==> src/rtl/mux_nx1_pipe.sv <==
// rtl/mux_nx1_pipe.sv - CHANNELS:1 WIDTH-bit selector with registered valid/ready output and 2-entry skid buffer
// Optional feature macro: MUX_NX1_PIPE_PARITY_EN adds result_par (even parity of the captured word)
module mux_nx1_pipe #(
    parameter int WIDTH    = 32,
    parameter int CHANNELS = 4,
    localparam int SEL_W   = $clog2(CHANNELS)
) (
    input  logic                      clock,
    input  logic                      reset,
    input  logic [CHANNELS*WIDTH-1:0] data_in,
    input  logic [SEL_W-1:0]          select,
    input  logic                      in_valid,
    output logic                      in_ready,
    output logic [WIDTH-1:0]          result,
    output logic [SEL_W-1:0]          out_channel,
    output logic                      out_valid,
    input  logic                      out_ready,
`ifdef MUX_NX1_PIPE_PARITY_EN
    output logic                      result_par,
`endif
    output logic                      sel_err
);

    // Occupancy of the main (output) register plus the skid register.
    typedef enum logic [1:0] {
        ST_EMPTY = 2'd0,
        ST_ONE   = 2'd1,
        ST_FULL  = 2'd2
    } state_t;

    state_t state;
    state_t state_nxt;

    logic accept;
    logic drain;

    logic [WIDTH-1:0] cap_data;
    logic             cap_in_range;

    logic [WIDTH-1:0] skid_data;
    logic [SEL_W-1:0] skid_chan;

    logic load_main_new;
    logic load_main_skid;
    logic load_skid;

`ifdef MUX_NX1_PIPE_PARITY_EN
    logic cap_par;
    logic skid_par;
`endif

    assign accept = in_valid & in_ready;
    assign drain  = out_valid & out_ready;

    // Channel decode; an index past the last channel yields zeros and is flagged.
    always_comb begin
        cap_data     = '0;
        cap_in_range = 1'b0;
        for (int k = 0; k < CHANNELS; k++) begin
            if (select == SEL_W'(k)) begin
                cap_data     = data_in[k*WIDTH +: WIDTH];
                cap_in_range = 1'b1;
            end
        end
    end

`ifdef MUX_NX1_PIPE_PARITY_EN
    // Parity is fixed at accept time so it stays attached to its word.
    always_comb begin
        cap_par = ^cap_data;
    end
`endif

    // Next occupancy and which register gets loaded this cycle.
    always_comb begin
        state_nxt      = state;
        load_main_new  = 1'b0;
        load_main_skid = 1'b0;
        load_skid      = 1'b0;
        case (state)
            ST_EMPTY: begin
                if (accept) begin
                    state_nxt     = ST_ONE;
                    load_main_new = 1'b1;
                end
            end
            ST_ONE: begin
                if (accept && drain) begin
                    load_main_new = 1'b1;
                end else if (accept) begin
                    state_nxt = ST_FULL;
                    load_skid = 1'b1;
                end else if (drain) begin
                    state_nxt = ST_EMPTY;
                end
            end
            ST_FULL: begin
                // in_ready is low here, so only a drain can happen.
                if (drain) begin
                    state_nxt      = ST_ONE;
                    load_main_skid = 1'b1;
                end
            end
            default: begin
                state_nxt = ST_EMPTY;
            end
        endcase
    end

    // State register; handshake flags are registered from the next state so
    // in_ready has no combinational path from out_ready.
    always_ff @(posedge clock) begin
        if (reset) begin
            state     <= ST_EMPTY;
            in_ready  <= 1'b1;
            out_valid <= 1'b0;
        end else begin
            state     <= state_nxt;
            in_ready  <= (state_nxt != ST_FULL);
            out_valid <= (state_nxt != ST_EMPTY);
        end
    end

    // Main register: takes the new word directly or the parked skid word.
    always_ff @(posedge clock) begin
        if (reset) begin
            result      <= '0;
            out_channel <= '0;
        end else if (load_main_new) begin
            result      <= cap_data;
            out_channel <= select;
        end else if (load_main_skid) begin
            result      <= skid_data;
            out_channel <= skid_chan;
        end
    end

    // Skid register: parks a word accepted while the output is stalled.
    always_ff @(posedge clock) begin
        if (reset) begin
            skid_data <= '0;
            skid_chan <= '0;
        end else if (load_skid) begin
            skid_data <= cap_data;
            skid_chan <= select;
        end
    end

`ifdef MUX_NX1_PIPE_PARITY_EN
    // Parity bit follows its word through main and skid.
    always_ff @(posedge clock) begin
        if (reset) begin
            result_par <= 1'b0;
            skid_par   <= 1'b0;
        end else begin
            if (load_main_new) begin
                result_par <= cap_par;
            end else if (load_main_skid) begin
                result_par <= skid_par;
            end
            if (load_skid) begin
                skid_par <= cap_par;
            end
        end
    end
`endif

    // Sticky error: set by any accepted out-of-range select, cleared only by reset.
    always_ff @(posedge clock) begin
        if (reset) begin
            sel_err <= 1'b0;
        end else if (accept && !cap_in_range) begin
            sel_err <= 1'b1;
        end
    end

endmodule

==> config.mk <==
export PLATFORM = sky130hd
export DESIGN_NAME = mux_nx1_pipe
export DESIGN_NICKNAME = d
export VERILOG_FILES = /design/src/rtl/mux_nx1_pipe.sv
export SDC_FILE = /design/constraint.sdc
export NUM_CORES = 1
export LEC_CHECK = 0
export BUFFER_PORTS_ARGS = -buffer_cell sky130_fd_sc_hd__buf_2
export CORE_MARGIN = 1
export CORE_UTILIZATION = 51
export DETAILED_ROUTE_END_ITERATION = 10
export PLACE_DENSITY = 0.86
export SYNTH_ARGS = -nofsm -noshare
export SYNTH_HDL_FRONTEND = slang
export SYNTH_SLANG_ARGS = --single-unit
==> constraint.sdc <==
create_clock -name clock -period 2.2 [get_ports clock]
set_clock_uncertainty 0.1 [all_clocks]
set_input_delay 0.22 -clock clock [delete_from_list [all_inputs] [get_ports clock]]
set_output_delay 0.22 -clock clock [all_outputs]
set_load 0.03 [all_outputs]
==> impl_metrics.env <==
export IMPL_status="completed"
export IMPL_cts_root_buf="clkbuf_8"
export IMPL_fin_area_um2=4800
export IMPL_synth_seq_cells=73
export IMPL_yosys_area_top_type="dfxtp_1"
export IMPL_syn_cell_area_um2=3750
export IMPL_setup_viol=0
export IMPL_path_clk_slew_ns=0.08
export IMPL_max_stage_delay_ns=0.61
export IMPL_wl_mm=10.1
export IMPL_worstSetupStartpointType="register"
export IMPL_core_um2=6940
export IMPL_die_h_um=87.7
export IMPL_slew_headroom_pct=51.7
export IMPL_post_cts_buffers=0
export IMPL_cts_tree="done"
export IMPL_startpoint="out_valid"
export IMPL_dieArea_um2=7690
export IMPL_synth_cell_types=29
export IMPL_slew_viol_final=0
export IMPL_holdPathStages=4
export IMPL_reg2reg_slack_ns=0.31
export IMPL_syn2layout_area_growth_pct=28.0
export IMPL_grt_pass1_wl_mm=16.3
export IMPL_ys_top_cells_by_area="dfxtp_1 39%, mux4_2 19%, mux2i_1 9.1%, o2bb2ai_1 7.5%, a21oi_1 4.9%"
export IMPL_seq_area_frac_synth_pct=39.0
export IMPL_rsz0062_at_grt="false"
export IMPL_cts_resized=0
export IMPL_crit_type="register to register"
export IMPL_fin_setup_tns_ns=0
export IMPL_grt_overflow=0
export IMPL_hold_buffers=0
export IMPL_cp_arrival_ns=2.05
export IMPL_vias=3477
export IMPL_fin_crit_ns=1.89
export IMPL_cts_max_path_buffers=2
export IMPL_cp_data_required_time_ns=2.36
export IMPL_worstMarginPinSlew_ns=0.723
export IMPL_cap_violations=0
export IMPL_p_per_area_nw_per_um2=703
export IMPL_crit_family="simple AND/OR/NAND/NOR gates"
export IMPL_syn_num_nets=472
export IMPL_p_leak_nw=2.20
export IMPL_ir_drop_mv=0.305
export IMPL_path_cells="a21boi_4, nor3_4, buf_4, o2bb2ai_1"
export IMPL_crit_end="result[5]"
export IMPL_drc_errors=0
export IMPL_fin_nets=626
export IMPL_finalHoldViolations=0
export IMPL_die_x_um=87.7
export IMPL_layout_commonest_cell="buf_2"
export IMPL_crit_buf_inv=1
export IMPL_cp_max_fo=17
export IMPL_hpwl_mm=7.06
export IMPL_avgSynthCellArea_um2=11.1
export IMPL_place_area_um2=4620
export IMPL_wl_per_cell_um=17.1
export IMPL_r2r_end="result[5]"
export IMPL_antennaDiodeCount=0
export IMPL_crit_slowest_cell="nor3_4"
export IMPL_max_freq_mhz=530
export IMPL_grt_pass1_vias=3639
export IMPL_layout_drive_gt1_share_pct=46.9
export IMPL_ys_warnings_count=0
export IMPL_place_inst=577
export IMPL_crit_cells=4
export IMPL_grt_total_usage_pct=27.6
export IMPL_drtPass1Iterations=4
export IMPL_timing_final_crit_share_pct=85.8
export IMPL_insertion_delay_ns=0.33
export IMPL_antenna_found_initial=0
export IMPL_netlist_instances=338
export IMPL_cts_sinks=73
export IMPL_grt_max_degree=44
export IMPL_cts_buffers=9
export IMPL_vias_per_cell=5.86
export IMPL_final_cell_mix="170 x buf_2, 73 x dfxtp_1, 37 x a21oi_1, 35 x nand3_1"
export IMPL_gp_congestion=0.741
export IMPL_rows=30
export IMPL_rr_startpoint="out_valid"
export IMPL_synth_top_area_share_pct=39.0
export IMPL_finish_cell_count_without_fillers=593
export IMPL_numPortBuffers=170
export IMPL_setup_worst_path_end_class="register"
export IMPL_rr_worst_depth=4
export IMPL_min_delay_path_class="input port to register"
export IMPL_drt_iter0_markers=199
export IMPL_pin_count=171
export IMPL_htreeDepth=3
export IMPL_start_util_pct=54.0
export IMPL_ant_nets=0
cell usage after synthesis:
cell / n
nor3_1: 2
and3b_1: 1
nand4b_1: 1
a21o_4: 1
a21oi_1: 37
a211oi_1: 2
a21boi_2: 1
buf_4: 3
buf_6: 9
nand2_1: 3
clkbuf_1: 10
o21ai_0: 34
or2b_1: 1
nor3_2: 1
a21bo_1: 1
buf_1: 1
mux2i_1: 34
clkbuf_2: 1
o31ai_1: 1
and4_1: 1
o2bb2ai_1: 32
a211o_1: 1
nor2b_1: 1
nand3_1: 35
nand3b_1: 1
mux4_2: 32
dfxtp_1: 73
a21o_1: 3
buf_2: 15
registers in the layout, indices dropped and copies added (netlist names):
name,count
sel_err,1
skid_chan,2
state,2
skid_data,32
result,32
out_channel,2
out_valid,1
in_ready,1
layout make-up:
cell class	instances	area, um2
well taps	96	120
repair buffers	182	978
clock inverters	4	26.3
clock buffers	12	155
multi-input cells	226	2060
fillers	516	2150
flip-flops and latches	73	1460
worst min-delay path by stage:
stage | endpoint | slack, ns | from
3_5_place_dp | sel_err | 0.36 | sel_err
5_1_grt | state[1] | 0.18 | out_ready
4_1_cts | state[1] | 0.18 | out_ready
3_3_place_gp | sel_err | 0.35 | sel_err
2_1_floorplan | state[1] | 0.33 | out_ready
6_report | out_valid | 0.20 | in_valid
per-stage QoR:
stage          utilization (%)  setup slack (ns)  hold WS, ns  total power [mW]
2_1_floorplan                -             0.667        0.330              2.14
3_3_place_gp              66.5             0.389        0.353              2.42
6_report                  69.1             0.312        0.197              3.37
5_1_grt                   69.1             0.191        0.183              3.54
4_1_cts                   69.1             0.328        0.176              3.39
3_5_place_dp              66.5             0.336        0.361              2.44
cell families (layout without fill, tap and decap cells):
logic type | count (synthesis) | count (layout) | share of synthesized area [%]
buffers and inverters | 39 | 198 | 6.54
and+or+nand+nor | 47 | 47 | 6.78
DFF | 73 | 73 | 39.0
AOI/OAI and AO/OA | 113 | 113 | 19.4
muxes | 66 | 66 | 28.3
metal layers:
layer	global-route usage (%)	up-vias	share of wire, %
li1	-	1620	-
met1	30.2	1682	39
met2	51.9	163	54
met3	4.52	12	5.9
met4	12.4	0	1.2
met5	0	-	0
tightest hold or removal path, delay by kind of cell:
kind	cells	cell delay, ns
compound gates	2	0.16
buf+inv	1	0.11
simple gates	1	0.08
power by group:
group	internal [mW]	switching, mW	total (mW)
registers	1.44	0.0658	1.50
logic	0.375	0.538	0.914
clock network	0.472	0.484	0.956
total	2.29	1.09	3.37
No activity file was read; power rests on OpenSTA's default activity.
